===== src/rtl/bomb_pkg.sv =====
// Shared definitions for the bomb game control path and the countdown stage.
package bomb_pkg;

  typedef enum logic [1:0] {
    IDLE,
    ARMED,
    DEFUSED,
    EXPLODED
  } state_t;

  localparam int WIRE_IDX_W = 2;

  // Both countdown digits read F once the 20 s countdown has underflowed.
  localparam logic [3:0] DIGIT_UNDERFLOW = 4'hF;

endpackage


===== src/rtl/sync_edge.sv =====
// Multi-flop synchronizer followed by registered level and change flags.
// rise = chg & lvl, fall = chg & ~lvl; change detection is blanked while the chain refills after reset.
module sync_edge #(
  parameter int               WIDTH       = 1,
  parameter int               SYNC_STAGES = 2,
  parameter logic [WIDTH-1:0] RST_VAL     = '0
) (
  input  logic             clk,
  input  logic             rst,
  input  logic [WIDTH-1:0] din,
  output logic [WIDTH-1:0] lvl,
  output logic [WIDTH-1:0] chg
);

  localparam int                 BLANK_W   = $clog2(SYNC_STAGES + 2);
  localparam logic [BLANK_W-1:0] BLANK_LEN = BLANK_W'(SYNC_STAGES + 1);

  logic [WIDTH-1:0]   sync_p0 [SYNC_STAGES];
  logic [WIDTH-1:0]   lvl_p1;
  logic [WIDTH-1:0]   chg_p1;
  logic [BLANK_W-1:0] blank_q;

  always_ff @(posedge clk) begin
    if (rst) begin
      for (int i = 0; i < SYNC_STAGES; i++) sync_p0[i] <= RST_VAL;
      lvl_p1  <= RST_VAL;
      chg_p1  <= '0;
      blank_q <= BLANK_LEN;
    end else begin
      // p0: synchronizer chain
      sync_p0[0] <= din;
      for (int i = 1; i < SYNC_STAGES; i++) sync_p0[i] <= sync_p0[i-1];
      // p1: level and change flag, aligned so chg and the new level appear together
      lvl_p1 <= sync_p0[SYNC_STAGES-1];
      chg_p1 <= (blank_q == '0) ? (sync_p0[SYNC_STAGES-1] ^ lvl_p1) : '0;
      if (blank_q != '0) blank_q <= blank_q - BLANK_W'(1);
    end
  end

  assign lvl = lvl_p1;
  assign chg = chg_p1;

endmodule


===== src/rtl/bomb_wire_ctrl.sv =====
// Game-control FSM: arms the countdown, tracks wire cuts against a secret order,
// and declares defusal or explosion (wrong cuts, simultaneous cuts, timeout).
module bomb_wire_ctrl
  import bomb_pkg::*;
#(
  parameter int         NUM_WIRES   = 4,
  parameter logic [7:0] CUT_ORDER   = 8'b01_10_00_11,
  parameter int         MAX_STRIKES = 2,
  parameter int         SYNC_STAGES = 2
) (
  input  logic                 clk,
  input  logic                 rst,
  input  logic                 btn_arm,
  input  logic [NUM_WIRES-1:0] wire_n,
  input  logic [3:0]           cnt_ones,
  input  logic [3:0]           cnt_tens,
  output logic                 start,
  output logic                 success,
  output logic                 exploded,
  output logic [1:0]           strikes,
  output logic [1:0]           step,
  output logic                 wire_err
);

  logic [NUM_WIRES-1:0]  wire_lvl;
  logic [NUM_WIRES-1:0]  wire_chg;
  logic [NUM_WIRES-1:0]  cut_ev;
  logic                  btn_lvl;
  logic                  btn_chg;
  logic                  arm_press;

  state_t                state;
  state_t                state_nx;
  logic [1:0]            step_nx;
  logic [1:0]            strikes_nx;
  logic [1:0]            strikes_inc;
  logic                  err_nx;
  logic [WIRE_IDX_W-1:0] req_idx;
  logic                  timeout;
  logic                  multi_cut;
  logic                  any_cut;

  sync_edge #(
    .WIDTH       (NUM_WIRES),
    .SYNC_STAGES (SYNC_STAGES),
    .RST_VAL     ({NUM_WIRES{1'b1}})
  ) u_wire_sync (
    .clk (clk),
    .rst (rst),
    .din (wire_n),
    .lvl (wire_lvl),
    .chg (wire_chg)
  );

  sync_edge #(
    .WIDTH       (1),
    .SYNC_STAGES (SYNC_STAGES),
    .RST_VAL     (1'b0)
  ) u_btn_sync (
    .clk (clk),
    .rst (rst),
    .din (btn_arm),
    .lvl (btn_lvl),
    .chg (btn_chg)
  );

  assign arm_press   = btn_chg & btn_lvl;
  assign cut_ev      = wire_chg & ~wire_lvl;
  assign any_cut     = |cut_ev;
  // Clearing the lowest set bit leaves something only when two or more wires fell together.
  assign multi_cut   = (cut_ev & (cut_ev - NUM_WIRES'(1))) != '0;
  assign req_idx     = CUT_ORDER[{step, 1'b0} +: WIRE_IDX_W];
  assign timeout     = (cnt_tens == DIGIT_UNDERFLOW) && (cnt_ones == DIGIT_UNDERFLOW);
  assign strikes_inc = strikes + 2'd1;

  always_comb begin
    state_nx   = state;
    step_nx    = step;
    strikes_nx = strikes;
    err_nx     = 1'b0;
    unique case (state)
      IDLE: begin
        if (arm_press && (&wire_lvl)) begin
          state_nx   = ARMED;
          step_nx    = '0;
          strikes_nx = '0;
        end
      end
      ARMED: begin
        if (timeout || multi_cut) begin
          state_nx = EXPLODED;
        end else if (any_cut) begin
          if (cut_ev[req_idx]) begin
            if (step == 2'd3) state_nx = DEFUSED;
            else              step_nx  = step + 2'd1;
          end else begin
            err_nx     = 1'b1;
            strikes_nx = strikes_inc;
            if (strikes_inc == 2'(MAX_STRIKES)) state_nx = EXPLODED;
          end
        end
      end
      DEFUSED, EXPLODED: begin
        if (arm_press) begin
          state_nx   = IDLE;
          step_nx    = '0;
          strikes_nx = '0;
        end
      end
      default: state_nx = IDLE;
    endcase
  end

  always_ff @(posedge clk) begin
    if (rst) begin
      state    <= IDLE;
      step     <= '0;
      strikes  <= '0;
      wire_err <= 1'b0;
    end else begin
      state    <= state_nx;
      step     <= step_nx;
      strikes  <= strikes_nx;
      wire_err <= err_nx;
    end
  end

  assign start    = (state != IDLE);
  assign success  = (state == DEFUSED);
  assign exploded = (state == EXPLODED);

endmodule


===== config.mk =====
export PLATFORM = sky130hd
export DESIGN_NAME = bomb_wire_ctrl
export DESIGN_NICKNAME = d
export VERILOG_FILES = /design/src/rtl/bomb_pkg.sv /design/src/rtl/sync_edge.sv /design/src/rtl/bomb_wire_ctrl.sv
export SDC_FILE = /design/constraint.sdc
export NUM_CORES = 1
export LEC_CHECK = 0
export ABC_AREA = 1
export CAP_MARGIN = 20
export CORE_ASPECT_RATIO = 0.7
export CORE_MARGIN = 3
export CORE_UTILIZATION = 56
export DETAILED_ROUTE_END_ITERATION = 8
export PLACE_DENSITY = 0.82
export SYNTH_ARGS = -nofsm -noshare
export SYNTH_HDL_FRONTEND = slang
export SYNTH_HIERARCHICAL = 1
export SYNTH_SLANG_ARGS = --single-unit

===== constraint.sdc =====
create_clock -name clk -period 2.45 [get_ports clk]
set_input_delay 0.49 -clock clk [delete_from_list [all_inputs] [get_ports clk]]
set_output_delay 0.49 -clock clk [all_outputs]
set_load 0.02 [all_outputs]

==> reports/metrics.yaml <==
timing:
  hold_ws_ns: 0.404
  fin_skew_ns: 0.00619
  hold_violations: 0
  post-route-period-util_pct: 81.2
  setup_viol: 0
  worst_slew_pin_slew_ns: 0.369
  max_freq_ghz: 0.503
  slew_violations: 0
  relSlewSlack_pct: 75.3
  rsz0062_at_grt: "no"
  tns_ns: 0
  layout_min_cycle_time_ns: 1.99
synthesis:
  synth_warnings: 6
  ys_types: 22
  synth_commonest_cells: "nand2_1, inv_1, nor2_1"
  syn_area_sq_um: 1500
  synth_top_cell_area_share_pct: 41.3
  syn_inst: 218
  synth_edf_count: 0
  avgSynthCellArea_sq_um: 6.89
  seq_area_frac_synth_pct: 41.3
  yosysTopAreaCell: "dfxtp_1"
  yosysMostFrequentCell: "nand2_1"
  ys_async_sr_fraction_pct: 0
  synthTopCellsByArea: "dfxtp_1, nand2_1, inv_1, nor2_1, ha_1"
  synth_flop_cell: "dfxtp_1"
  synth_fp_nets: 239
  ys_seq_elements: 31
critical_path:
  ff2ff_path_depth: 12
  cp_slowest_stage_delay_ns: 0.60
  cp_max_fo: 5
  r2r_start: "step[0]"
  worstSetupPathType: "flop to output port"
  critPathArrivalTime_ns: 1.50
  crit_buf_inv: 2
  cp-start-kind: "flop"
  slowest_stage: "clkdlybuf4s50_1"
  crit_required_ns: 1.96
  r2r-end: "step[0]"
  crit_path_cell_trace: "inv_2 > nor2_1 > clkdlybuf4s50_1"
  r2r_slack_ns: 0.70
  end_kind: "output port"
  critPathTopFamily: "buffers and inverters"
outcome:
  status: "completed"
die:
  die_area_sq_um: 3350
  core_area_sq_um: 2510
  io_pins: 23
  row_count: 15
  die_w_microns: 67.9
  die_h_microns: 49.3
  start_util_pct: 59.8
clock_network:
  clk_pin_slew_ns: 0.06
  cts-root-buf: "clkbuf_8"
  insertion_delay_ns: 0.28
  cts_tree: "done"
  cts_resized: 0
  cts.path.max_buffers: 2
  cts_setup_buffers: 0
  numCtsBuffers: 5
  hold_buffers: 0
  htreeDepth: 2
  clkSinkCount: 31
pwr:
  peakVddDrop_v: 0.000439
  power.density_nw_per_um2: 749
  fin_total_pwr_w: 0.00138
  leakagePower_nw: 0.980
placed_design:
  gp_congestion: 0.788
  dpl_cell_area_sq_um: 1760
  dp.cells: 274
  place.port_buffers: 22
  hpwl_microns: 1910
route:
  dr.pass1.iters: 4
  drtIter0Drc: 57
  vias_per_cell: 4.38
  drt-total-wl_microns: 2490
  wire_per_inst_microns: 8.82
  drc: 0
  final_antenna_net_count: 0
  dr_total_vias: 1235
worst_hold_path:
  whs_path_depth: 1
  holdPathEnd: "u_wire_sync/sync_p0[0][5]"
  hold_path.class: "flop to flop"
  hp-start: "u_wire_sync/sync_p0[0][1]"
layout:
  nNetsFinal: 268
  final_layout_size_suffix_gt1_share_pct: 10.9
  syn_to_final_growth_pct: 22.6
  final_cells: 282
  final_area_sq_um: 1840
  n_antenna_cell: 0
  fillerInstances: 218
global_routing:
  grt_pass1_vias: 1079
  grt_overflow: 0
  grt_pass1_wl_microns: 4370
  antenna_found_initial: 0
  grtUsageTotal_pct: 17.5
  grt_max_degree: 13
flow_run:
  drv_cap: 0
## kinds of logic (layout without fill, tap and decap cells)
logic type                 after synthesis  in the layout  share of synthesized area, %
AOI/OAI and AO/OA                        5              5                          1.75
adders and majority gates                6              6                          5.00
DFF                                     31             31                          41.3
and+or+nand+nor                        135            135                          41.0
buffers and inverters                   41             71                          10.9
## state kept, by name (all words and copies together), names as in the netlist
name / flops
step: 2
strikes: 2
u_wire_sync/chg: 4
u_btn_sync/sync_p0: 2
state: 2
u_wire_sync/blank_q: 2
wire_err: 1
u_btn_sync/blank_q: 2
u_wire_sync/sync_p0: 8
u_btn_sync/chg: 1
u_wire_sync/lvl: 4
u_btn_sync/lvl: 1
## per-layer routing
layer	GRT usage (%)	routed length, microns
met5	0	0
met2	24.2	974
met4	8.91	39
met3	6.68	186
met1	23.5	1290
## cells in the final DEF, fill, tap and decap left out, types with 2 or more instances in the layout
| cell type | instances |
|---|---|
| nor2_1 | 33 |
| ha_1 | 6 |
| nor2_2 | 4 |
| clkbuf_1 | 2 |
| inv_1 | 35 |
| inv_2 | 4 |
| nand3_1 | 5 |
| nand3_2 | 2 |
| nor2_4 | 2 |
| clkdlybuf4s50_1 | 22 |
| a21oi_1 | 3 |
| dfxtp_1 | 31 |
| clkbuf_8 | 5 |
| or2_0 | 2 |
| or2_1 | 9 |
| nand2_2 | 5 |
| nand2_1 | 69 |
## worst max path at each step
| stage | startpoint | end | cells past startpoint |
|---|---|---|---|
| CTS | state[1] | success | 3 |
| floorplan | step[0] | step[1] | 12 |
| detailed placement | cnt_tens[1] | step[0] | 13 |
| global route | state[1] | success | 3 |
| global placement | cnt_tens[1] | step[1] | 13 |
| finish | state[1] | success | 3 |
## power breakdown
part / leakage (nW) / total [W] / internal [W] / switching, W
combinational: 0.683 / 0.000421 / 0.000180 / 0.000240
clock: 0.0422 / 0.000371 / 0.000199 / 0.000173
sequential: 0.255 / 0.000588 / 0.000551 / 0.0000369
total: 0.980 / 0.00138 / 0.000930 / 0.000450
## per-stage QoR
| step | utilization, % | setup WS [ns] |
|---|---|---|
| 2_1_floorplan | - | 0.718 |
| 3_3_place_gp | 70.0 | 0.547 |
| 3_5_place_dp | 70.0 | 0.524 |
| 4_1_cts | 73.3 | 0.444 |
| 5_1_grt | 73.3 | 0.349 |
| 6_report | 73.3 | 0.462 |
## area by class of cell
cell class              count  area, sq um  area share, %
multi-input cells         146          718           39.0
flip-flops and latches     31          621           33.7
repair buffers             23          228           12.4
inverters                  40          153           8.28
clock buffers               7         76.3           4.14
well taps                  34         42.5           2.31
clock inverters             1         5.00          0.272
Power figures use the tool's default switching activity.
